--- src/rtl/alu_up_regs_if.sv ---
// Host-side 8-bit pi_* register bus plus the completion interrupt handshake.
interface alu_up_regs_if;
   logic       pi_blk_sel;
   logic       pi_wr_en;
   logic       pi_rd_en;
   logic [3:0] pi_addr;
   logic [7:0] pi_wr_data;
   logic [7:0] pi_rd_data;
   logic       interrupt;
   logic       interrupt_ack;

   modport master (
      output pi_blk_sel, pi_wr_en, pi_rd_en, pi_addr, pi_wr_data, interrupt_ack,
      input  pi_rd_data, interrupt
   );

   modport slave (
      input  pi_blk_sel, pi_wr_en, pi_rd_en, pi_addr, pi_wr_data, interrupt_ack,
      output pi_rd_data, interrupt
   );
endinterface

--- src/rtl/alu_up_regs.sv ---
// Register front-end for the fixed-point ALU: operand/opcode registers,
// launch/complete FSM with watchdog, W1C status and a level interrupt.
module alu_up_regs #(
   parameter int         DW       = 32,
   parameter int         TIMEOUT  = 1024,
   parameter logic [7:0] ID_VALUE = 8'hA5
) (
   input  logic          clk,
   input  logic          rst,
   alu_up_regs_if.slave  bus,
   output logic          alu_start,
   output logic [3:0]    alu_op,
   output logic [DW-1:0] alu_a,
   output logic [DW-1:0] alu_b,
   input  logic          alu_done,
   input  logic [DW-1:0] alu_result
);
   localparam int          CW = $clog2(TIMEOUT);
   localparam int unsigned NB = DW / 8;

   typedef enum logic {S_IDLE, S_BUSY} state_t;
   state_t state, state_nx;

   logic          wr, rd, start_wr;
   logic          busy, launch, tmo_hit, done_set, tmo_set, ovr_set, irq_set;
   logic [CW-1:0] cnt;
   logic [31:0]   a_q, b_q, res_q;
   logic [3:0]    op_q;
   logic          irq_en, done_q, ovr_q, tmo_q, int_q;
   logic [7:0]    rd_q, rd_mux;

   // Qualified bus strobes; a write shadows a simultaneous read.
   assign wr       = bus.pi_blk_sel & bus.pi_wr_en;
   assign rd       = bus.pi_blk_sel & bus.pi_rd_en & ~bus.pi_wr_en;
   assign start_wr = wr & (bus.pi_addr == 4'h0) & bus.pi_wr_data[0];

   // State register.
   always_ff @(posedge clk or negedge rst) begin
      if (!rst) state <= S_IDLE;
      else      state <= state_nx;
   end

   // Next-state: launch on START in IDLE; leave BUSY on done or watchdog.
   always_comb begin
      state_nx = state;
      case (state)
         S_IDLE: if (start_wr) state_nx = S_BUSY;
         S_BUSY: if (alu_done || tmo_hit) state_nx = S_IDLE;
         default: state_nx = S_IDLE;
      endcase
   end

   // FSM-derived events; alu_done takes priority over the watchdog.
   always_comb begin
      busy     = (state == S_BUSY);
      launch   = ~busy & start_wr;
      tmo_hit  = busy & (cnt == CW'(TIMEOUT - 1));
      done_set = busy & alu_done;
      tmo_set  = tmo_hit & ~alu_done;
      ovr_set  = busy & start_wr;
      irq_set  = irq_en & (done_set | tmo_set);
   end

   // Launch pulse and watchdog counter.
   always_ff @(posedge clk or negedge rst) begin
      if (!rst) begin
         alu_start <= 1'b0;
         cnt       <= '0;
      end else begin
         alu_start <= launch;
         if (launch)    cnt <= '0;
         else if (busy) cnt <= cnt + 1'b1;
      end
   end

   // Operand/opcode/control registers; operands frozen while busy.
   always_ff @(posedge clk or negedge rst) begin
      if (!rst) begin
         a_q    <= '0;
         b_q    <= '0;
         op_q   <= '0;
         irq_en <= 1'b0;
      end else if (wr) begin
         if (bus.pi_addr == 4'h0) irq_en <= bus.pi_wr_data[1];
         if (!busy) begin
            if (bus.pi_addr == 4'hA) op_q <= bus.pi_wr_data[3:0];
            for (int unsigned k = 0; k < 4; k++) begin
               if (k < NB && bus.pi_addr == 4'(k + 2)) a_q[8*k +: 8] <= bus.pi_wr_data;
               if (k < NB && bus.pi_addr == 4'(k + 6)) b_q[8*k +: 8] <= bus.pi_wr_data;
            end
         end
      end
   end

   // Status flags and result capture; hardware sets beat W1C clears.
   always_ff @(posedge clk or negedge rst) begin
      if (!rst) begin
         done_q <= 1'b0;
         ovr_q  <= 1'b0;
         tmo_q  <= 1'b0;
         res_q  <= '0;
      end else begin
         if (done_set) res_q <= 32'(alu_result);
         if (done_set)
            done_q <= 1'b1;
         else if (launch || (wr && bus.pi_addr == 4'h1 && bus.pi_wr_data[1]))
            done_q <= 1'b0;
         if (tmo_set)
            tmo_q <= 1'b1;
         else if (launch || (wr && bus.pi_addr == 4'h1 && bus.pi_wr_data[3]))
            tmo_q <= 1'b0;
         if (ovr_set)
            ovr_q <= 1'b1;
         else if (wr && bus.pi_addr == 4'h1 && bus.pi_wr_data[2])
            ovr_q <= 1'b0;
      end
   end

   // Level interrupt: set wins over acknowledge.
   always_ff @(posedge clk or negedge rst) begin
      if (!rst)                   int_q <= 1'b0;
      else if (irq_set)           int_q <= 1'b1;
      else if (bus.interrupt_ack) int_q <= 1'b0;
   end

   // Read mux; upper operand/result bytes stay zero when DW < 32.
   always_comb begin
      rd_mux = '0;
      case (bus.pi_addr)
         4'h0: rd_mux = {6'b0, irq_en, 1'b0};
         4'h1: rd_mux = {4'b0, tmo_q, ovr_q, done_q, busy};
         4'h2: rd_mux = a_q[7:0];
         4'h3: rd_mux = a_q[15:8];
         4'h4: rd_mux = a_q[23:16];
         4'h5: rd_mux = a_q[31:24];
         4'h6: rd_mux = b_q[7:0];
         4'h7: rd_mux = b_q[15:8];
         4'h8: rd_mux = b_q[23:16];
         4'h9: rd_mux = b_q[31:24];
         4'hA: rd_mux = {4'b0, op_q};
         4'hB: rd_mux = res_q[7:0];
         4'hC: rd_mux = res_q[15:8];
         4'hD: rd_mux = res_q[23:16];
         4'hE: rd_mux = res_q[31:24];
         4'hF: rd_mux = ID_VALUE;
         default: rd_mux = '0;
      endcase
   end

   // Registered read data, held between reads.
   always_ff @(posedge clk or negedge rst) begin
      if (!rst)    rd_q <= '0;
      else if (rd) rd_q <= rd_mux;
   end

   assign bus.pi_rd_data = rd_q;
   assign bus.interrupt  = int_q;
   assign alu_op         = op_q;
   assign alu_a          = a_q[DW-1:0];
   assign alu_b          = b_q[DW-1:0];
endmodule

--- src/flat_wrapper.sv ---
// flat-port wrapper written by rule: the top's interface ports become plain ports
module alu_up_regs_flat 
#(
   parameter int         DW       = 32,
   parameter int         TIMEOUT  = 1024,
   parameter logic [7:0] ID_VALUE = 8'hA5
)
  (clk, rst, alu_start, alu_op, alu_a, alu_b, alu_done, alu_result, bus_pi_blk_sel, bus_pi_wr_en, bus_pi_rd_en, bus_pi_addr, bus_pi_wr_data, bus_interrupt_ack, bus_pi_rd_data, bus_interrupt);
  alu_up_regs_if bus_i ();
  input  logic clk;
  input  logic rst;
  output logic alu_start;
  output logic [3:0] alu_op;
  output logic [DW-1:0] alu_a;
  output logic [DW-1:0] alu_b;
  input  logic alu_done;
  input  logic [DW-1:0] alu_result;
  input wire logic [$bits(bus_i.pi_blk_sel)-1:0] bus_pi_blk_sel;
  input wire logic [$bits(bus_i.pi_wr_en)-1:0] bus_pi_wr_en;
  input wire logic [$bits(bus_i.pi_rd_en)-1:0] bus_pi_rd_en;
  input wire logic [$bits(bus_i.pi_addr)-1:0] bus_pi_addr;
  input wire logic [$bits(bus_i.pi_wr_data)-1:0] bus_pi_wr_data;
  input wire logic [$bits(bus_i.interrupt_ack)-1:0] bus_interrupt_ack;
  output wire logic [$bits(bus_i.pi_rd_data)-1:0] bus_pi_rd_data;
  output wire logic [$bits(bus_i.interrupt)-1:0] bus_interrupt;
  assign bus_i.pi_blk_sel = bus_pi_blk_sel;
  assign bus_i.pi_wr_en = bus_pi_wr_en;
  assign bus_i.pi_rd_en = bus_pi_rd_en;
  assign bus_i.pi_addr = bus_pi_addr;
  assign bus_i.pi_wr_data = bus_pi_wr_data;
  assign bus_i.interrupt_ack = bus_interrupt_ack;
  assign bus_pi_rd_data = bus_i.pi_rd_data;
  assign bus_interrupt = bus_i.interrupt;
  alu_up_regs #(.DW(DW), .TIMEOUT(TIMEOUT), .ID_VALUE(ID_VALUE)) u_core (.clk(clk), .rst(rst), .bus(bus_i), .alu_start(alu_start), .alu_op(alu_op), .alu_a(alu_a), .alu_b(alu_b), .alu_done(alu_done), .alu_result(alu_result));
endmodule
--- config.mk ---
export PLATFORM = sky130hd
export DESIGN_NAME = alu_up_regs_flat
export DESIGN_NICKNAME = d
export VERILOG_FILES = /design/src/rtl/alu_up_regs_if.sv /design/src/rtl/alu_up_regs.sv /design/src/flat_wrapper.sv
export SDC_FILE = /design/constraint.sdc
export NUM_CORES = 1
export LEC_CHECK = 0
export ABC_AREA = 0
export BUFFER_PORTS_ARGS = -buffer_cell sky130_fd_sc_hd__buf_2
export CAP_MARGIN = 20
export CORE_ASPECT_RATIO = 1.2
export CORE_UTILIZATION = 50
export DETAILED_ROUTE_END_ITERATION = 10
export GPL_TIMING_DRIVEN = 0
export PLACE_DENSITY_LB_ADDON = 0.05
export SKIP_CTS_REPAIR_TIMING = 1
export SLEW_MARGIN = 20
export SYNTH_ARGS = -nofsm -noshare
export SYNTH_HDL_FRONTEND = slang
export SYNTH_SLANG_ARGS = --single-unit
--- constraint.sdc ---
create_clock -name clk -period 5.5 [get_ports clk]
set_clock_uncertainty 0.2 [all_clocks]
set_input_delay 0.825 -clock clk [delete_from_list [all_inputs] [get_ports clk]]
set_output_delay 0.825 -clock clk [all_outputs]
set_load 0.005 [all_outputs]
==> flow_summary.json, run 1 <==
{
  "drc": 0,
  "initial_core_util_pct": 51.6,
  "vias": 4786,
  "cts_tree": "built",
  "synth-warning-count": 0,
  "maxSlewViolCount": 0,
  "drt-initial-drc-count": 287,
  "switchingPower_w": 0.000778,
  "synth_compound_area_share_pct": 11.5,
  "synth-simple-area-share_pct": 10.6,
  "fin_setup_tns_ns": 0,
  "path_common_cell": "buf_2",
  "vdd_drop_max_mv": 0.238,
  "gp_congestion": 0.898,
  "ant_nets": 0,
  "post-dp-hpwl_um": 13100,
  "fin_area_um2": 7430,
  "clk_pin_slew_ns": 0.05,
  "setup.worst_path.end_class": "flip-flop",
  "core-area_um2": 11600,
  "power.density_nw_per_um2": 377,
  "dieArea_um2": 12400,
  "slowest_stage": "nor2_2",
  "timing.final.crit_period_ns": 2.67,
  "place.port_buffers": 125,
  "max-cap-violations": 0,
  "n_antenna_cell": 0,
  "p_seq_share_pct": 44.4,
  "leakagePower_nw": 3.55,
  "area_delta_synth_final_pct": 23.8,
  "hold_path.class": "in2async",
  "setup_violations": 0,
  "critPathKind": "in2reg",
  "rows": 43,
  "grt_max_degree": 75,
  "ys_types": 66,
  "status": "finished clean",
  "crit_chain": "buf_2, buf_2, buf_2, nand2_1, nor2_2, mux2_2",
  "avgRoutedWirePerCell_um": 22.8,
  "drtPass1Iterations": 5,
  "slowest_delay_ns": 0.59,
  "clock_latency_ns": 0.42,
  "power.share.clock_pct": 38.0,
  "finalNetCount": 688,
  "grt_pass1_wl_um": 27600,
  "synth_top_family_by_area": "multiplexers",
  "yosys.area_share.xor_xnor_pct": 0.438,
  "yosys.area.top_type": "dfrtp_1",
  "synth_enable_flop_cells": 0,
  "die_x_um": 102,
  "clock-root-buffer": "clkbuf_16",
  "place_inst": 774,
  "grt_usage_pct": 31.0,
  "rsz0062_at_grt": "no",
  "clockBufferDepth": 2,
  "synthTopCellsByArea": "dfrtp_1 52%, mux2_2 20%, o21ai_0 2.1%, nand2_1 1.7%, buf_2 1.5%",
  "cts_num_sinks": 125,
  "synthCells": 491,
  "grt_pass1_vias": 4822,
  "synth_seq_cells": 125,
  "ys_seq_area_share_pct": 52.1,
  "synthAdderAreaFrac_pct": 0.209,
  "antenna_found_initial": 0,
  "tightest_slew_ns": 0.713,
  "swShare_pct": 27.8,
  "routed_via_density": 5.94,
  "critPathLaunchType": "input pin",
  "async_flop_share_pct": 100,
  "gr-total-overflow": 0,
  "muxShareOfSynthArea_pct": 21.6,
  "die_h_um": 122,
  "drive_gt1_share_pct": 47.1,
  "routed_wl_um": 18400,
  "comb_power_share_pct": 17.6,
  "finalCritPeriodShare_pct": 48.5,
  "yosys_most_used_dff": "dfrtp_1",
  "critPathArrivalTime_ns": 2.76,
  "synth.net_count": 543,
  "synth_top_cell_area_share_pct": 52.1,
  "hold_violations": 0,
  "clock.fmax_mhz": 375,
  "critPathMaxFanout": 10,
  "htree_levels": 4,
  "crit_required_ns": 5.60,
  "dpl_cell_area_um2": 6860,
  "syn_area_per_cell_um2": 12.2,
  "relSlewSlack_pct": 52.3,
  "p_int_w": 0.00202,
  "numCtsBuffers": 17,
  "syn_area_um2": 6000,
  "fin_cells": 806,
  "io_pins": 129
}
through the flow:
| stage | hold WS (ns) | utilization [%] | total power [W] | setup slack (ns) |
|---|---|---|---|---|
| 5_1_grt | 0.188 | 63.9 | 0.00293 | 2.84 |
| 2_1_floorplan | 0.248 | - | 0.00148 | 3.20 |
| 6_report | 0.155 | 63.9 | 0.00280 | 2.83 |
| 3_5_place_dp | 0.287 | 59.0 | 0.00175 | 2.46 |
| 3_3_place_gp | 0.270 | 58.7 | 0.00173 | 1.84 |
| 4_1_cts | 0.168 | 63.9 | 0.00281 | 2.90 |
cells in the final DEF, fill, tap and decap left out, types with 3 or more instances in the layout:
master and count:
clkbuf_16 17, mux2i_1 7, clkbuf_8 4, clkinv_2 4
and2_1 4, and3b_1 4, o32a_1 3, a22oi_1 6
and3_1 4, nand4_1 3, a32o_1 6, a41oi_1 3
clkinvlp_4 4, a31oi_1 7, mux2_2 108, a21oi_1 4
and4_1 4, a221oi_1 5, o21ai_0 25, nand2_1 27
a32oi_1 3, dfrtp_1 125, buf_2 142, a31o_2 3
o31ai_1 4, nand3b_1 5, nand3_1 17, clkbuf_1 9
buf_4 3, nor2_1 7, inv_1 11, nor2b_1 8
nor2_2 6, nand2b_1 5
cell type report:
type / instances / area, um2
Tap cell: 157 / 196
Fill cell: 985 / 4190
Inverter: 12 / 45.0
Timing Repair Buffer: 126 / 659
Clock buffer: 22 / 484
Multi-Input combinational cell: 322 / 2660
Sequential cell: 125 / 3130
Buffer: 32 / 163
Clock inverter: 10 / 88.8
critical path: cells and delay by family:
family | cells | cell delay, ns
buffers and inverters | 3 | 0.69
AND/OR/NAND/NOR | 2 | 0.83
multiplexers | 1 | 0.41
state kept, by name, summed over array words and instances, names as in the netlist:
signal	flops
u_core.alu_a	32
u_core.alu_b	32
u_core.alu_op	4
u_core.alu_start	1
u_core.bus.interrupt	1
u_core.bus.pi_rd_data	8
u_core.busy	1
u_core.cnt	10
u_core.done_q	1
u_core.irq_en	1
u_core.ovr_q	1
u_core.res_q	32
u_core.tmo_q	1
worst paths after layout:
check	start	to	slack (ns)	cells past startpoint
max	bus_pi_addr[0]	u_core.alu_a[12]$_DFFE_PN0P_	2.83	6
min	rst	u_core.cnt[5]$_DFFE_PN0P_	0.15	1
max reg2reg	u_core.busy$_DFF_PN0_	u_core.alu_b[26]$_DFFE_PN0P_	3.22	5
min reg2reg	u_core.cnt[9]$_DFFE_PN0P_	u_core.cnt[9]$_DFFE_PN0P_	0.31	1
max in group asynchronous	rst	u_core.res_q[14]$_DFFE_PN0P_	4.21	2
min in group clk	u_core.cnt[9]$_DFFE_PN0P_	u_core.cnt[9]$_DFFE_PN0P_	0.31	1
power groups by stage:
stage,sequential [W],clock [W],combinational (W)
3_3_place_gp,0.00125,0,0.000475
5_1_grt,0.00126,0.00112,0.000543
3_5_place_dp,0.00126,0,0.000490
2_1_floorplan,0.00122,0,0.000265
6_report,0.00124,0.00107,0.000492
4_1_cts,0.00124,0.00108,0.000494
synth_stat cells (4+ instances only):
master	n
and2_1	4
nor2_1	7
and3b_1	4
dfrtp_1	125
nor2b_1	8
nand2_1	27
buf_2	18
a221oi_1	5
and3_1	4
mux2_2	108
a31oi_1	7
o21ai_0	25
nor2_2	6
mux2i_1	7
nand3b_1	5
o31ai_1	4
and4_1	4
nand3_1	17
a22oi_1	6
a32o_1	6
inv_1	11
clkbuf_1	8
nand2b_1	5
a21oi_1	4
logic make-up (layout without fill, tap and decap cells):
kind of cell | count (synthesis) | after routing
AO/OA/AOI/OAI | 93 | 93
XOR/XNOR | 3 | 3
adder cells (fa/ha/maj) | 1 | 1
buffers and inverters | 44 | 202
flip-flops | 125 | 125
multiplexers | 116 | 116
AND/OR/NAND/NOR | 109 | 109
routing by layer:
layer / vias to the layer above / track usage (%) / wire, um
met4: 0 / 14.0 / 578
met1: 2387 / 40.9 / 7760
met5: - / 0 / 0
met2: 237 / 48.1 / 8610
met3: 41 / 7.69 / 1410
li1: 2121 / - / -
(Power assumes the default switching activity.)
==> run 2, diff against run 1 <==
==> constraint.sdc (replaced) <==
create_clock -name clk -period 2.5 [get_ports clk]
set_clock_uncertainty 0.2 [all_clocks]
set_input_delay 0.375 -clock clk [delete_from_list [all_inputs] [get_ports clk]]
set_output_delay 0.375 -clock clk [all_outputs]
set_load 0.005 [all_outputs]
==> run 2 against run 1 <==
Cell count increased by 3.1%. Final area increased by 3.4%. Hold slack got worse by 0.16 ns. Clock power increased by 120%. Global-route usage about the same. The flow now finishes with violations (negative hold slack). Core utilization increased by 2.2 points. First-iteration DRC count increased by 9.8%.
==> flow_summary.json, run 2 (same netlist as run 1, synthesis figures left out) <==
{
  "power.density_nw_per_um2": 807,
  "cts_tree": "built",
  "crit_required_ns": 2.60,
  "relSlewSlack_pct": 52.1,
  "critPathKind": "reg2reg",
  "fin_area_um2": 7680,
  "gr-total-overflow": 0,
  "slowest_delay_ns": 0.56,
  "rsz0062_at_grt": "no",
  "critPathArrivalTime_ns": 2.36,
  "dpl_cell_area_um2": 6860,
  "antenna_found_initial": 0,
  "post-dp-hpwl_um": 13100,
  "vdd_drop_max_mv": 0.523,
  "tightest_slew_ns": 0.716,
  "grt_pass1_wl_um": 27600,
  "clockBufferDepth": 2,
  "grtUsageMet1_pct": 41.0,
  "holdWs_ns": -0.00102,
  "timing.final.crit_period_ns": 2.26,
  "routed_wl_um": 18800,
  "seq_area_um2": 3130,
  "cts_num_sinks": 125,
  "violations": "negative hold slack",
  "cp_top_family": "simple AND/OR/NAND/NOR gates",
  "crit_chain": "and3b_1, buf_2, nand2_1, nor2_2, mux2_2",
  "finalCritPeriodShare_pct": 90.5,
  "drc": 0,
  "multiInputGateArea_um2": 2660,
  "final_common_cell": "buf_2",
  "initial_core_util_pct": 51.6,
  "vias": 4939,
  "numCtsBuffers": 17,
  "ant_nets": 0,
  "clock.fmax_mhz": 442,
  "drive_gt1_share_pct": 45.4,
  "critPathMaxFanout": 8,
  "clock-root-buffer": "clkbuf_16",
  "leakagePower_nw": 3.65,
  "setup_violations": 0,
  "routed_via_density": 5.94,
  "hold_path.class": "in2reg",
  "avgRoutedWirePerCell_um": 22.7,
  "fillerInstances": 955,
  "maxSlewViolCount": 0,
  "drtPass1Iterations": 5,
  "critical_path_buf_inv_count": 1,
  "grt_pass1_vias": 4811,
  "max-cap-violations": 0,
  "gp_congestion": 0.898,
  "status": "finished, violations left",
  "mostFrequentLayoutCells": "142 x buf_2, 125 x dfrtp_1, 108 x mux2_2",
  "critPathLaunchType": "flip-flop",
  "place.port_buffers": 125,
  "grt_util_met2_pct": 47.9,
  "dieArea_um2": 12400,
  "clk_pin_slew_ns": 0.06,
  "clock_latency_ns": 0.42,
  "htree_levels": 4,
  "setup.worst_path.end_class": "flip-flop",
  "hold_violations": 1,
  "slowest_stage": "nor2_2",
  "grt_max_degree": 75,
  "drt-initial-drc-count": 315,
  "die_h_um": 122,
  "n_antenna_cell": 0,
  "globalRouteMet3Util_pct": 7.69,
  "area_delta_synth_final_pct": 28.0,
  "busiest_layer": "met2",
  "grt_usage_pct": 31.0,
  "rows": 43,
  "die_x_um": 102,
  "core-area_um2": 11600,
  "io_pins": 129,
  "finalNetCount": 713
}
## run 2: worst paths after layout
kind / to / slack, ns / start / cells past startpoint
min in group asynchronous: u_core.cnt[5]$_DFFE_PN0P_ / 0.28 / rst / 2
setup reg to reg: u_core.alu_b[26]$_DFFE_PN0P_ / 0.24 / u_core.busy$_DFF_PN0_ / 5
setup / recovery: u_core.alu_b[26]$_DFFE_PN0P_ / 0.24 / u_core.busy$_DFF_PN0_ / 5
hold reg to reg: u_core.res_q[29]$_DFFE_PN0P_ / 0.30 / u_core.res_q[29]$_DFFE_PN0P_ / 1
hold / removal: u_core.res_q[16]$_DFFE_PN0P_ / -0.001 / alu_result[16] / 2
max in group asynchronous: u_core.res_q[14]$_DFFE_PN0P_ / 1.08 / rst / 3
## run 2: per-layer routing
metal,vias to the layer above,wire length (um)
met5,-,0
met4,0,616
met3,44,1230
met2,243,8900
met1,2484,8080
li1,2168,-
## run 2: power breakdown
part	switching, W	internal, W	total (W)
Sequential	0.000331	0.00240	0.00274
Combinational	0.000508	0.000610	0.00112
Clock	0.000883	0.00146	0.00235
## run 2: final cells by class
cell class,instances,area share (%)
Buffer,32,2.12
Clock buffer,22,6.31
Clock inverter,10,1.16
Inverter,12,0.587
Multi-Input combinational cell,322,34.7
Sequential cell,125,40.7
Tap cell,157,2.56
Timing Repair Buffer,151,11.8
## run 2: per-stage QoR
step / std cells / util [%] / worst slack, ns / power, W / setup TNS (ns)
after floorplan: 491 / - / 0.647 / 0.00326 / 0
after global placement: 773 / 58.7 / -0.712 / 0.00380 / -87.96
after detailed placement: 774 / 59.0 / -0.0937 / 0.00384 / -0.943
after CTS: 806 / 63.9 / 0.256 / 0.00619 / 0
after global routing: 831 / 66.1 / 0.148 / 0.00647 / 0
final: 831 / 66.1 / 0.238 / 0.00620 / 0
